===== config.mk =====
export PLATFORM = sky130hd
export DESIGN_NAME = addsub_sched
export DESIGN_NICKNAME = d
export VERILOG_FILES = /design/src/rtl/addsub_sched_pkg.sv /design/src/rtl/addsub_rr_pick.sv /design/src/rtl/addsub_sched.sv
export SDC_FILE = /design/constraint.sdc
export NUM_CORES = 1
export LEC_CHECK = 0
export BUFFER_PORTS_ARGS = -buffer_cell sky130_fd_sc_hd__buf_2
export CAP_MARGIN = 10
export CORE_MARGIN = 10
export CORE_UTILIZATION = 50
export CTS_BUF_LIST = sky130_fd_sc_hd__clkbuf_4 sky130_fd_sc_hd__clkbuf_8
export CTS_CLUSTER_SIZE = 28
export DETAILED_ROUTE_END_ITERATION = 8
export PLACE_DENSITY = 0.87
export SETUP_SLACK_MARGIN = 0.5
export SLEW_MARGIN = 5
export SYNTH_ARGS = -nofsm -noshare
export SYNTH_HDL_FRONTEND = slang
export SYNTH_HIERARCHICAL = 1
export SYNTH_SLANG_ARGS = --single-unit

===== constraint.sdc =====
create_clock -name clk -period 9.05 [get_ports clk]
set_clock_uncertainty 0.1 [all_clocks]
set_input_delay 1.3575 -clock clk [delete_from_list [all_inputs] [get_ports clk]]
set_output_delay 1.3575 -clock clk [all_outputs]
set_load 0.02 [all_outputs]

===== src/rtl/addsub_sched_pkg.sv =====
// Shared widths and FSM state encoding for the add/subtract scheduler.
package addsub_sched_pkg;
  localparam int OPW  = 8;
  localparam int RESW = 9;
  localparam int CNTW = 16;

  typedef enum logic [1:0] {
    IDLE = 2'd0,
    EXEC = 2'd1,
    RESP = 2'd2
  } state_e;
endpackage


===== src/rtl/addsub_rr_pick.sv =====
// Combinational round-robin picker: searches upward from rr_last+1, wrapping at NREQ.
module addsub_rr_pick #(
  parameter int NREQ = 4,
  parameter int IDW  = 2
) (
  input  logic [NREQ-1:0] req,
  input  logic [IDW-1:0]  rr_last,
  output logic [NREQ-1:0] gnt,
  output logic [IDW-1:0]  idx,
  output logic            any
);
  logic [IDW-1:0] cand;

  always_comb begin
    gnt  = '0;
    idx  = '0;
    any  = 1'b0;
    cand = '0;
    for (int k = 1; k <= NREQ; k++) begin
      cand = IDW'((int'(rr_last) + k) % NREQ);
      if (!any && req[cand]) begin
        any       = 1'b1;
        gnt[cand] = 1'b1;
        idx       = cand;
      end
    end
  end
endmodule


===== src/rtl/addsub_sched.sv =====
// Round-robin scheduler sharing one registered 8-bit add/subtract unit among NREQ requesters.
// Per-requester accept counters exist only when ADDSUB_SCHED_STATS_EN is defined.
module addsub_sched
  import addsub_sched_pkg::*;
#(
  parameter int NREQ = 4,
  parameter int IDW  = (NREQ > 2) ? $clog2(NREQ) : 1
) (
  input  logic                 clk,
  input  logic                 rst_n,
  input  logic [NREQ-1:0]      req_valid,
  output logic [NREQ-1:0]      req_ready,
  input  logic [OPW*NREQ-1:0]  req_a,
  input  logic [OPW*NREQ-1:0]  req_b,
  input  logic [NREQ-1:0]      req_add,
  output logic                 rsp_valid,
  input  logic                 rsp_ready,
  output logic [IDW-1:0]       rsp_id,
  output logic [RESW-1:0]      rsp_result
`ifdef ADDSUB_SCHED_STATS_EN
  ,output logic [CNTW*NREQ-1:0] grant_cnt
`endif
);
  // state | meaning
  // IDLE  | arbitrate, accept winner and capture its operands
  // EXEC  | compute result into the result register
  // RESP  | hold result until the consumer takes it
  localparam logic [1:0] ST_IDLE = IDLE;
  localparam logic [1:0] ST_EXEC = EXEC;
  localparam logic [1:0] ST_RESP = RESP;

  logic [1:0]      state;
  logic [IDW-1:0]  rr_last;
  logic [IDW-1:0]  w_q;
  logic [OPW-1:0]  a_q, b_q;
  logic            add_q;
  logic [NREQ-1:0] pick_gnt;
  logic [IDW-1:0]  pick_idx;
  logic            pick_any;
  logic [OPW-1:0]  sel_a, sel_b;
  logic            sel_add;
  logic            accept;

  addsub_rr_pick #(.NREQ(NREQ), .IDW(IDW)) u_pick (
    .req     (req_valid),
    .rr_last (rr_last),
    .gnt     (pick_gnt),
    .idx     (pick_idx),
    .any     (pick_any)
  );

  // Gated by rst_n so no requester sees an accept while reset is held.
  assign accept    = rst_n && (state == ST_IDLE) && pick_any;
  assign req_ready = accept ? pick_gnt : '0;
  assign rsp_valid = (state == ST_RESP);

  always_comb begin
    sel_a   = '0;
    sel_b   = '0;
    sel_add = 1'b0;
    for (int i = 0; i < NREQ; i++) begin
      if (pick_idx == IDW'(i)) begin
        sel_a   = req_a[i*OPW +: OPW];
        sel_b   = req_b[i*OPW +: OPW];
        sel_add = req_add[i];
      end
    end
  end

  always_ff @(posedge clk or negedge rst_n) begin
    if (!rst_n) begin
      state      <= ST_IDLE;
      rr_last    <= IDW'(NREQ - 1);
      w_q        <= '0;
      a_q        <= '0;
      b_q        <= '0;
      add_q      <= 1'b0;
      rsp_id     <= '0;
      rsp_result <= '0;
    end else begin
      case (state)
        ST_IDLE: begin
          if (accept) begin
            a_q     <= sel_a;
            b_q     <= sel_b;
            add_q   <= sel_add;
            w_q     <= pick_idx;
            rr_last <= pick_idx;
            state   <= ST_EXEC;
          end
        end
        ST_EXEC: begin
          // Bit 8 is carry on add and borrow on subtract.
          rsp_result <= add_q ? ({1'b0, a_q} + {1'b0, b_q})
                              : ({1'b0, a_q} - {1'b0, b_q});
          rsp_id     <= w_q;
          state      <= ST_RESP;
        end
        ST_RESP: begin
          if (rsp_ready) state <= ST_IDLE;
        end
        default: state <= ST_IDLE;
      endcase
    end
  end

`ifdef ADDSUB_SCHED_STATS_EN
  always_ff @(posedge clk or negedge rst_n) begin
    if (!rst_n) begin
      grant_cnt <= '0;
    end else if (accept) begin
      for (int i = 0; i < NREQ; i++) begin
        if (pick_idx == IDW'(i))
          grant_cnt[i*CNTW +: CNTW] <= grant_cnt[i*CNTW +: CNTW] + 1'b1;
      end
    end
  end
`endif
endmodule


==> out/results.ini, run 1 <==
[die]
rows=26
initial_utilization=0.5281
ios=91
fp.dieH_um=94.15
die_area_um2=8863
die_w_um=94.15
fp.coreArea_um2=5205

[routing]
vias=2283
drt-total-wl_um=6596
ant_nets=0
firstDrtPassIters=4
dr.first_iter.drc_count=89
wire_per_inst_um=16.09
vias_per_cell=5.568
post-route-drc-count=0

[synthesis]
synthFlopType=dfrtp_1
async_reset_ff_frac=1.000
yosysSeqAreaShare=0.3104
ys_ff_latch=34
synthMuxAreaShare=0.2517
syn_nets=348
synth_edf_count=0
synth_xor_area_frac=0.03823
yosys.area_share.simple=0.1092
synth_area_leaders=dfrtp_1 29%, mux4_1 11%, ha_1 7.7%
syn_area_per_cell_um2=10.78
yosysWarnings=6
yosysTopAreaCell=dfrtp_1
syn_inst=255
synth-compound-area-share=0.1475
synth_top_family_by_area=multiplexers
synth_adder_area_share=0.08466
synth_area_um2=2749
yosysUniqueCellTypes=52
synth_top_area_share=0.2913

[place]
hpwl_um=5350
port_buffers=90
gp_congestion=0.8774
post-place-ws_ns=4.592

[final_layout]
final_nets=432
drive_gt1_frac=0.3912
utilization=0.6351
diodes=0
syn_to_final_growth_pct=20.25

[worst_setup_path]
path_cells=buf_2 > nand2_1 > nor3_2 > buf_4 > and2_1 > buf_2
cp-end-kind=output port
cp.arrival_ns=2.93
cp_max_fo=35
path_class=in -> out
required_ns=7.59
worst-path-buf-inv=3
startpoint_type=input port
critPathMaxStageDelay_ns=0.56
cpLargestDelayFamily=buffers and inverters
crit_path_frequent_cell=buf_2
cpMaxStageDelayCell=buf_2

[global_routing]
overflow=0
antenna_found_initial=0
gr-usage-all-layers=0.1496
grt_pass1_vias=2346
grt_max_degree=36
grt_pass1_wl_um=10920

[timing]
rsz0062_at_grt=no
post-route-min-period_ns=4.391
hold_violations=0
timing.hold.ws_ns=0.3718
fin_crit_sh=0.4852
fin_ws_ns=4.659
setup_viol=0
tightest_slew_ns=1.095
slew_viol_final=0
timing.fmax_mhz=227.7
fin_setup_tns_ns=0
slew-limit-headroom=0.2701

[clock_network]
cts_hold_buf=0
numCtsBuffers=5
cts.clk_slew.worst_paths_ns=0.06
cts-htree-levels=2
cts_setup_buffers=0
clk_latency_ns=0.29
cts_resized=0
clock_tree.buffer_depth=2
cts.sink_count=34
cts_root_buf=clkbuf_8
cts_tree=yes

[worst_hold_path]
hp-class=reg -> reg

[power]
peakVddDrop_v=0.0002567
power_mw=1.370
p_leak_nw=1.590
power_density_nw_per_um2=414.5

[run]
drv_cap=0

[run_status]
status=complete, no violations

[placed cells by master, fill, tap and decap left out, types with 2 or more instances in the layout]
master,instances
a211oi_1,2
a21boi_0,2
a21o_1,2
a21oi_1,10
a221o_1,4
a31oi_1,2
and2_1,4
buf_2,90
clkbuf_4,2
clkbuf_8,5
dfrtp_1,32
dfstp_2,2
ha_1,17
inv_1,13
mux2_2,10
mux2_4,6
mux2i_1,2
mux4_1,11
mux4_2,7
nand2_1,28
nand2b_1,5
nor2_1,17
nor2b_1,2
nor3_1,2
o21ai_0,19
o21ai_1,6
xor2_1,12
[report_power, final]
part	internal, mW	switching, mW	total [mW]	leakage, nW
logic	0.444	0.475	0.919	1.12
registers	0.234	0.0754	0.309	0.409
clock network	0.0883	0.0534	0.142	0.0593
[layout make-up]
class                      instances  area (um2)
sequential                        34       853.3
timing repair buffer              91       457.9
clock buffer                       7       83.83
inverter                          14       52.55
multi-input combinational        193        1740
fill                             431        1899
tap                               70       87.58
clock inverter                     1       30.03
[metrics by stage]
step	instances	area, um2
CTS	410	3306
global route	410	3306
detailed placement	402	3192
finish	410	3306
floorplan	255	2749
global placement	402	3192
[tightest hold or removal path, delay by kind of cell, from the launching register on]
family / cells / cell delay, ns
and+or+nand+nor: 1 / 0.04
AOI/OAI and AO/OA: 1 / 0.05
DFF: 1 / 0.34
[registers in the layout, indices dropped and copies added, names as in the netlist]
signal	cells
rsp_result	9
b_q	8
w_q	2
state	2
a_q	8
rr_last	2
add_q	1
rsp_id	2
[path summary, 6_finish.rpt]
check / start / endpoint / slack (ns) / cells after the start
setup / recovery: rst_n / req_ready[1] / 4.66 / 6
hold / removal: rsp_result[4]$_DFFE_PN0N_ / rsp_result[4]$_DFFE_PN0N_ / 0.37 / 2
setup reg to reg: rr_last[0]$_DFFE_PN1P_ / a_q[2]$_DFFE_PN0P_ / 5.28 / 7
hold reg to reg: rsp_result[4]$_DFFE_PN0N_ / rsp_result[4]$_DFFE_PN0N_ / 0.37 / 2
max in group asynchronous: rst_n / b_q[2]$_DFFE_PN0P_ / 7.36 / 1
min in group asynchronous: rst_n / rsp_result[0]$_DFFE_PN0N_ / 1.02 / 1
[Yosys cell counts (all sizes together) (2+ instances only)]
master / n
dfrtp: 32
nand2: 28
o21ai: 25
mux4: 18
nor2: 18
ha: 17
mux2: 16
inv: 14
xor2: 12
a21oi: 11
buf: 10
nand2b: 5
a211oi: 4
a221o: 4
and2: 4
clkbuf: 4
mux2i: 3
nor3: 3
a21boi: 2
a21o: 2
a221oi: 2
a31oi: 2
dfstp: 2
nor2b: 2
o22ai: 2
[layer usage]
layer	vias to the layer above	GRT usage	share of wire
met2	92	0.2426	0.49
met4	0	0.02911	0.0068
li1	1106	-	-
met1	1078	0.1860	0.43
met5	-	0	0
met3	7	0.05516	0.075
[cells by family (layout without fill, tap and decap cells)]
kind of cell	after synthesis	after routing
flops	34	34
simple gates	66	66
compound gates	60	60
mux	37	37
buf+inv	28	113
fa+ha+maj	18	18
xor+xnor	12	12
Power figures use the tool's default switching activity.
==> run 2: changes to the inputs <==
--- a/config.mk
+++ b/config.mk
@@ -5,6 +5,7 @@
 export SDC_FILE = /design/constraint.sdc
 export NUM_CORES = 1
 export LEC_CHECK = 0
+export ABC_AREA = 1
 export BUFFER_PORTS_ARGS = -buffer_cell sky130_fd_sc_hd__buf_2
 export CAP_MARGIN = 10
 export CORE_MARGIN = 10
==> constraint.sdc (replaced) <==
create_clock -name clk -period 4.3 [get_ports clk]
set_clock_uncertainty 0.1 [all_clocks]
set_input_delay 0.645 -clock clk [delete_from_list [all_inputs] [get_ports clk]]
set_output_delay 0.645 -clock clk [all_outputs]
set_load 0.02 [all_outputs]
==> out/results.ini, run 2 <==
[timing]
slew_viol_final=0
fin_setup_tns_ns=0
slew-limit-headroom=0.7057
setup_viol=0
post-route-min-period_ns=3.171
rsz0062_at_grt=no
hold_violations=0
timing.fmax_mhz=315.4
tightest_slew_ns=0.4409
fin_crit_sh=0.7374

[global_routing]
grt_max_degree=36
overflow=0
grt_pass1_wl_um=13570
gr-usage-all-layers=0.1845
grt_pass1_vias=2889
antenna_found_initial=0

[final_layout]
final_cell_mix=113 x nand2_1, 90 x buf_2, 46 x nand3_1, 41 x inv_1, 40 x a21oi_1
fill_cells=478
top_register=rsp_result
largestRegisters=rsp_result (9), a_q (8), b_q (8)
final_nets=579
drive_gt1_frac=0.2546
diodes=0
largest_reg_flops=9
syn_to_final_growth_pct=20.79
multiInputGateArea_um2=1638
layout.cells.non_filler=557
seq_area_um2=853.3
final_common_cell=nand2_1

[die]
rows=26
die_area_um2=8867
initial_utilization=0.5284
fp.dieH_um=94.17
fp.coreArea_um2=5205
die_w_um=94.17
ios=91

[routing]
route.top_layer_used=met4
wire_per_inst_um=14.48
vias=2899
firstDrtPassIters=4
dr_wl_met3_um=537
ant_nets=0
vias_per_cell=5.205
post-route-drc-count=0
met2WireLength_um=3608
wl_met1_um=3749
dr.first_iter.drc_count=149
drt-total-wl_um=8065

[worst_setup_path]
worst-r2r-cell-count=15
cp_max_fo=10
cpMaxStageDelayCell=dfstp_2
reg2reg_from=rr_last[0]$_DFFE_PN1P_
cp.arrival_ns=2.43
cp-startpoint=rr_last[0]$_DFFE_PN1P_
path_class=reg -> out
required_ns=3.56
crit_path_frequent_cell=inv_1
path_cells=inv_2 > ha_1 > inv_1 > nand2_2 > a21boi_0 > a21oi_1 > nand3_1 > inv_1 > nor2_1 > buf_2
critPathMaxStageDelay_ns=0.65
endpoint=req_ready[0]
r2r_end=a_q[4]$_DFFE_PN0P_
r2r_setup_slack_ns=1.30
cp-end-kind=output port
startpoint_type=flip-flop

[synthesis]
syn_nets=490
ys_ff_latch=34
syn_area_per_cell_um2=6.927
synth_xor_area_frac=0.01911
synth_adder_area_share=0.08462
synth-compound-area-share=0.1456
synthMuxAreaShare=0
synth_most_common_cell=nand2_1
synthFlopType=dfrtp_1
synth_top_area_share=0.2912
yosysWarnings=6
yosysTopAreaCell=dfrtp_1
synth_top_family_by_area=simple AND/OR/NAND/NOR gates
yosysUniqueCellTypes=32
synth_area_leaders=dfrtp_1 29%, nand2_1 15%, nand3_1 8.4%
synth_commonest_cells=113 x nand2_1, 46 x nand3_1, 41 x inv_1, 40 x a21oi_1, 32 x dfrtp_1
yosys.area_share.simple=0.3462
async_reset_ff_frac=1.000
synth_edf_count=0
yosysSeqAreaShare=0.3103
synth_area_um2=2750
syn_inst=397

[power]
peakVddDrop_v=0.0007074
power_density_nw_per_um2=1014
p_leak_nw=1.845
power_mw=3.370

[clock_network]
cts_tree=yes
cts-htree-levels=2
numCtsBuffers=5
cts.sink_count=34
cts_setup_buffers=0
clk_latency_ns=0.28
clock_tree.buffer_depth=2
cts_hold_buf=0
cts_resized=0
cts_root_buf=clkbuf_8
cts.clk_slew.worst_paths_ns=0.07

[worst_hold_path]
hp-class=in -> async

[run]
drv_cap=0

[place]
hpwl_um=6454
post-place-cells=549
gp_congestion=0.8943
port_buffers=90

[run_status]
status=complete, no violations

[run 2: cell type report]
type	count	area share
Multi-Input combinational cell	306	0.4930
Sequential cell	34	0.2569
Timing Repair Buffer	93	0.1424
Inverter	46	0.05273
Clock buffer	7	0.02712
Tap cell	70	0.02637
Clock inverter	1	0.001507
[run 2: worst min-delay path by stage]
stage | to | slack [ns] | depth (start not counted)
after floorplan | a_q[0]$_DFFE_PN0P_ | 0.25 | 0
after global placement | rsp_result[0]$_DFFE_PN0N_ | 0.35 | 2
after detailed placement | rsp_result[5]$_DFFE_PN0N_ | 0.36 | 2
after CTS | rsp_result[3]$_DFFE_PN0N_ | 0.29 | 2
after global routing | state[1]$_DFFE_PN0P_ | 0.32 | 2
final | b_q[0]$_DFFE_PN0P_ | 0.28 | 2
[run 2: report_power, final]
group / switching, mW / internal [mW] / leakage [nW]
registers: 0.112 / 0.492 / 0.404
logic: 1.67 / 0.851 / 1.39
clock network: 0.114 / 0.135 / 0.0517
total: 1.89 / 1.48 / 1.85
[run 2: logic make-up (layout without fill, tap and decap cells)]
group / after synthesis / count (layout)
AND/OR/NAND/NOR: 209 / 209
AO/OA/AOI/OAI: 73 / 73
buffers and inverters: 57 / 147
flip-flops: 34 / 34
adder cells (fa/ha/maj): 18 / 18
XOR/XNOR: 6 / 6
[run 2: per-stage QoR]
| stage | hold WS (ns) | util | setup slack [ns] | cell area (um2) |
|---|---|---|---|---|
| finish | 0.2833 | 0.6382 | 1.129 | 3322 |
| global route | 0.3157 | 0.6382 | 0.9418 | 3322 |
| CTS | 0.2921 | 0.6382 | 1.142 | 3322 |
| detailed placement | 0.3611 | 0.6200 | 1.357 | 3227 |
| global placement | 0.3539 | 0.6200 | 1.377 | 3227 |
| floorplan | 0.2494 | - | 1.674 | 2750 |
[run 2: critical path, delay by kind of cell, from the launching register on]
family                     cells  cell delay [ns]
adders and majority gates      1             0.36
DFF                            1             0.65
and+or+nand+nor                3             0.27
buffers and inverters          4             0.47
AOI/OAI and AO/OA              2             0.37
[run 2: metal layers]
metal  vias up  global-route usage
li1       1483                   -
met1      1297              0.2417
met2       101              0.2872
met3        18             0.04716
met4         0             0.05949
met5         -                   0
==> run 3: changes to the inputs <==
==> constraint.sdc (replaced) <==
create_clock -name clk -period 3.1 [get_ports clk]
set_clock_uncertainty 0.1 [all_clocks]
set_input_delay 0.465 -clock clk [delete_from_list [all_inputs] [get_ports clk]]
set_output_delay 0.465 -clock clk [all_outputs]
set_load 0.02 [all_outputs]
==> out/results.ini, run 3 (synthesized netlist as in run 2, its figures left out) <==
[run_status]
status=complete, no violations

[worst_hold_path]
hp-class=in -> async

[worst_setup_path]
cp_max_fo=6
worst-r2r-cell-count=14
r2r_setup_slack_ns=0.51
reg2reg_from=rr_last[0]$_DFFE_PN1P_
required_ns=2.53
cp-end-kind=output port
startpoint_type=flip-flop
path_class=reg -> out
r2r_end=b_q[5]$_DFFE_PN0P_
cp.arrival_ns=2.07

[timing]
timing.fmax_mhz=380.0
hold_violations=0
fin_setup_tns_ns=0
slew-limit-headroom=0.6890
fin_crit_sh=0.8489
post-route-min-period_ns=2.632
setup_viol=0
rsz0062_at_grt=yes
slew_viol_final=0
tightest_slew_ns=0.4660

[place]
gp_congestion=0.9523
port_buffers=90
post-place-cells=550
hpwl_um=6993
dpl-instance-area_um2=3234

[global_routing]
overflow=0
antenna_found_initial=0
gr-usage-all-layers=0.2006
grt_pass1_vias=3075
grt_max_degree=35
grt_pass1_wl_um=14690

[final_layout]
diodes=0
drive_gt1_frac=0.3307
final_nets=595
final_common_cell=nand2_1
layout.cells.non_filler=572
final_cell_mix=109 x nand2_1, 87 x buf_2, 42 x nand3_1, 38 x inv_1, 32 x dfrtp_1
fin_area_um2=3633
largest_reg_flops=9
top_register=rsp_result
syn_to_final_growth_pct=32.12
largestRegisters=rsp_result (9), a_q (8), b_q (8)

[die]
die_w_um=94.17
fp.dieH_um=94.17
initial_utilization=0.5284
rows=26
die_area_um2=8867
fp.coreArea_um2=5205
ios=91

[run]
drv_cap=0

[routing]
dr_wl_met3_um=778
dr.first_iter.drc_count=263
ant_nets=0
drt-total-wl_um=9032
wire_per_inst_um=15.79
vias=3127
route.top_layer_used=met4
post-route-drc-count=0
wl_met1_um=3817
vias_per_cell=5.467
firstDrtPassIters=5
met2WireLength_um=4305

[clock_network]
clk_latency_ns=0.28
cts.sink_count=34
cts_tree=yes
clock_tree.buffer_depth=2
cts-htree-levels=2
cts.clk_slew.worst_paths_ns=0.07
numCtsBuffers=5
cts_root_buf=clkbuf_8

==> run 3: cell types whose count changed in the layout (fill, tap and decap cells not counted), sizes merged <==
cell | previous run | this run
buf | 93 | 109
inv | 46 | 45
==> run 3: worst max path at each step <==
stage	from	to	slack, ns
2_1_floorplan	rr_last[0]$_DFFE_PN1P_	b_q[5]$_DFFE_PN0P_	0.61
3_3_place_gp	rr_last[0]$_DFFE_PN1P_	b_q[3]$_DFFE_PN0P_	0.28
3_5_place_dp	rr_last[1]$_DFFE_PN1P_	b_q[5]$_DFFE_PN0P_	0.24
4_1_cts	rr_last[1]$_DFFE_PN1P_	req_ready[0]	0.49
5_1_grt	rr_last[1]$_DFFE_PN1P_	req_ready[2]	0.38
6_report	rr_last[0]$_DFFE_PN1P_	req_ready[1]	0.47
==> run 3: timing repair <==
item / 4_1_cts / 5_1_grt
buffers inserted: 9 / 5
gates resized for setup: 29 / 26
pin swaps: 13 / 8
setup endpoints to repair: 21 / 22
gates cloned: 0 / 1
hold buffers: 0 / 0
==> run 3: critical path, stage by stage, from the launching register on <==
cell and delay (ns):
dfstp_2 0.60, inv_6 0.05, ha_4 0.28, inv_2 0.06, nand2_4 0.10, nand2_4 0.07
nor2_4 0.20, a21oi_2 0.08, nand3_1 0.08, inv_1 0.07, nor2_4 0.09, buf_6 0.12
==> run 3: area by class of cell <==
type / count / area (um2)
Clock buffer: 7 / 83.83
Fill cell: 451 / 1572
Inverter: 46 / 190.2
Multi-Input combinational cell: 306 / 1758
Sequential cell: 34 / 853.3
Tap cell: 70 / 87.58
Timing Repair Buffer: 109 / 660.6
==> run 3: per-stage QoR <==
stage | utilization | hold WS, ns | setup slack (ns)
global placement | 0.6214 | 0.3552 | 0.2803
detailed placement | 0.6214 | 0.3605 | 0.2412
finish | 0.6981 | 0.1355 | 0.4684
floorplan | - | 0.06941 | 0.6053
CTS | 0.6697 | 0.1472 | 0.4885
global route | 0.6981 | 0.1672 | 0.3783
==> run 3: per-layer routing <==
metal  global-route usage  up-vias
met2               0.3255      170
met1               0.2542     1431
met3              0.04716       12
met5                    0        -
met4              0.06456        0
li1                     -     1514
Power of run 3 is left out: the tool's default activity adds up to more than one toggle a clock period on the data nets, which glitch-free logic cannot reach.
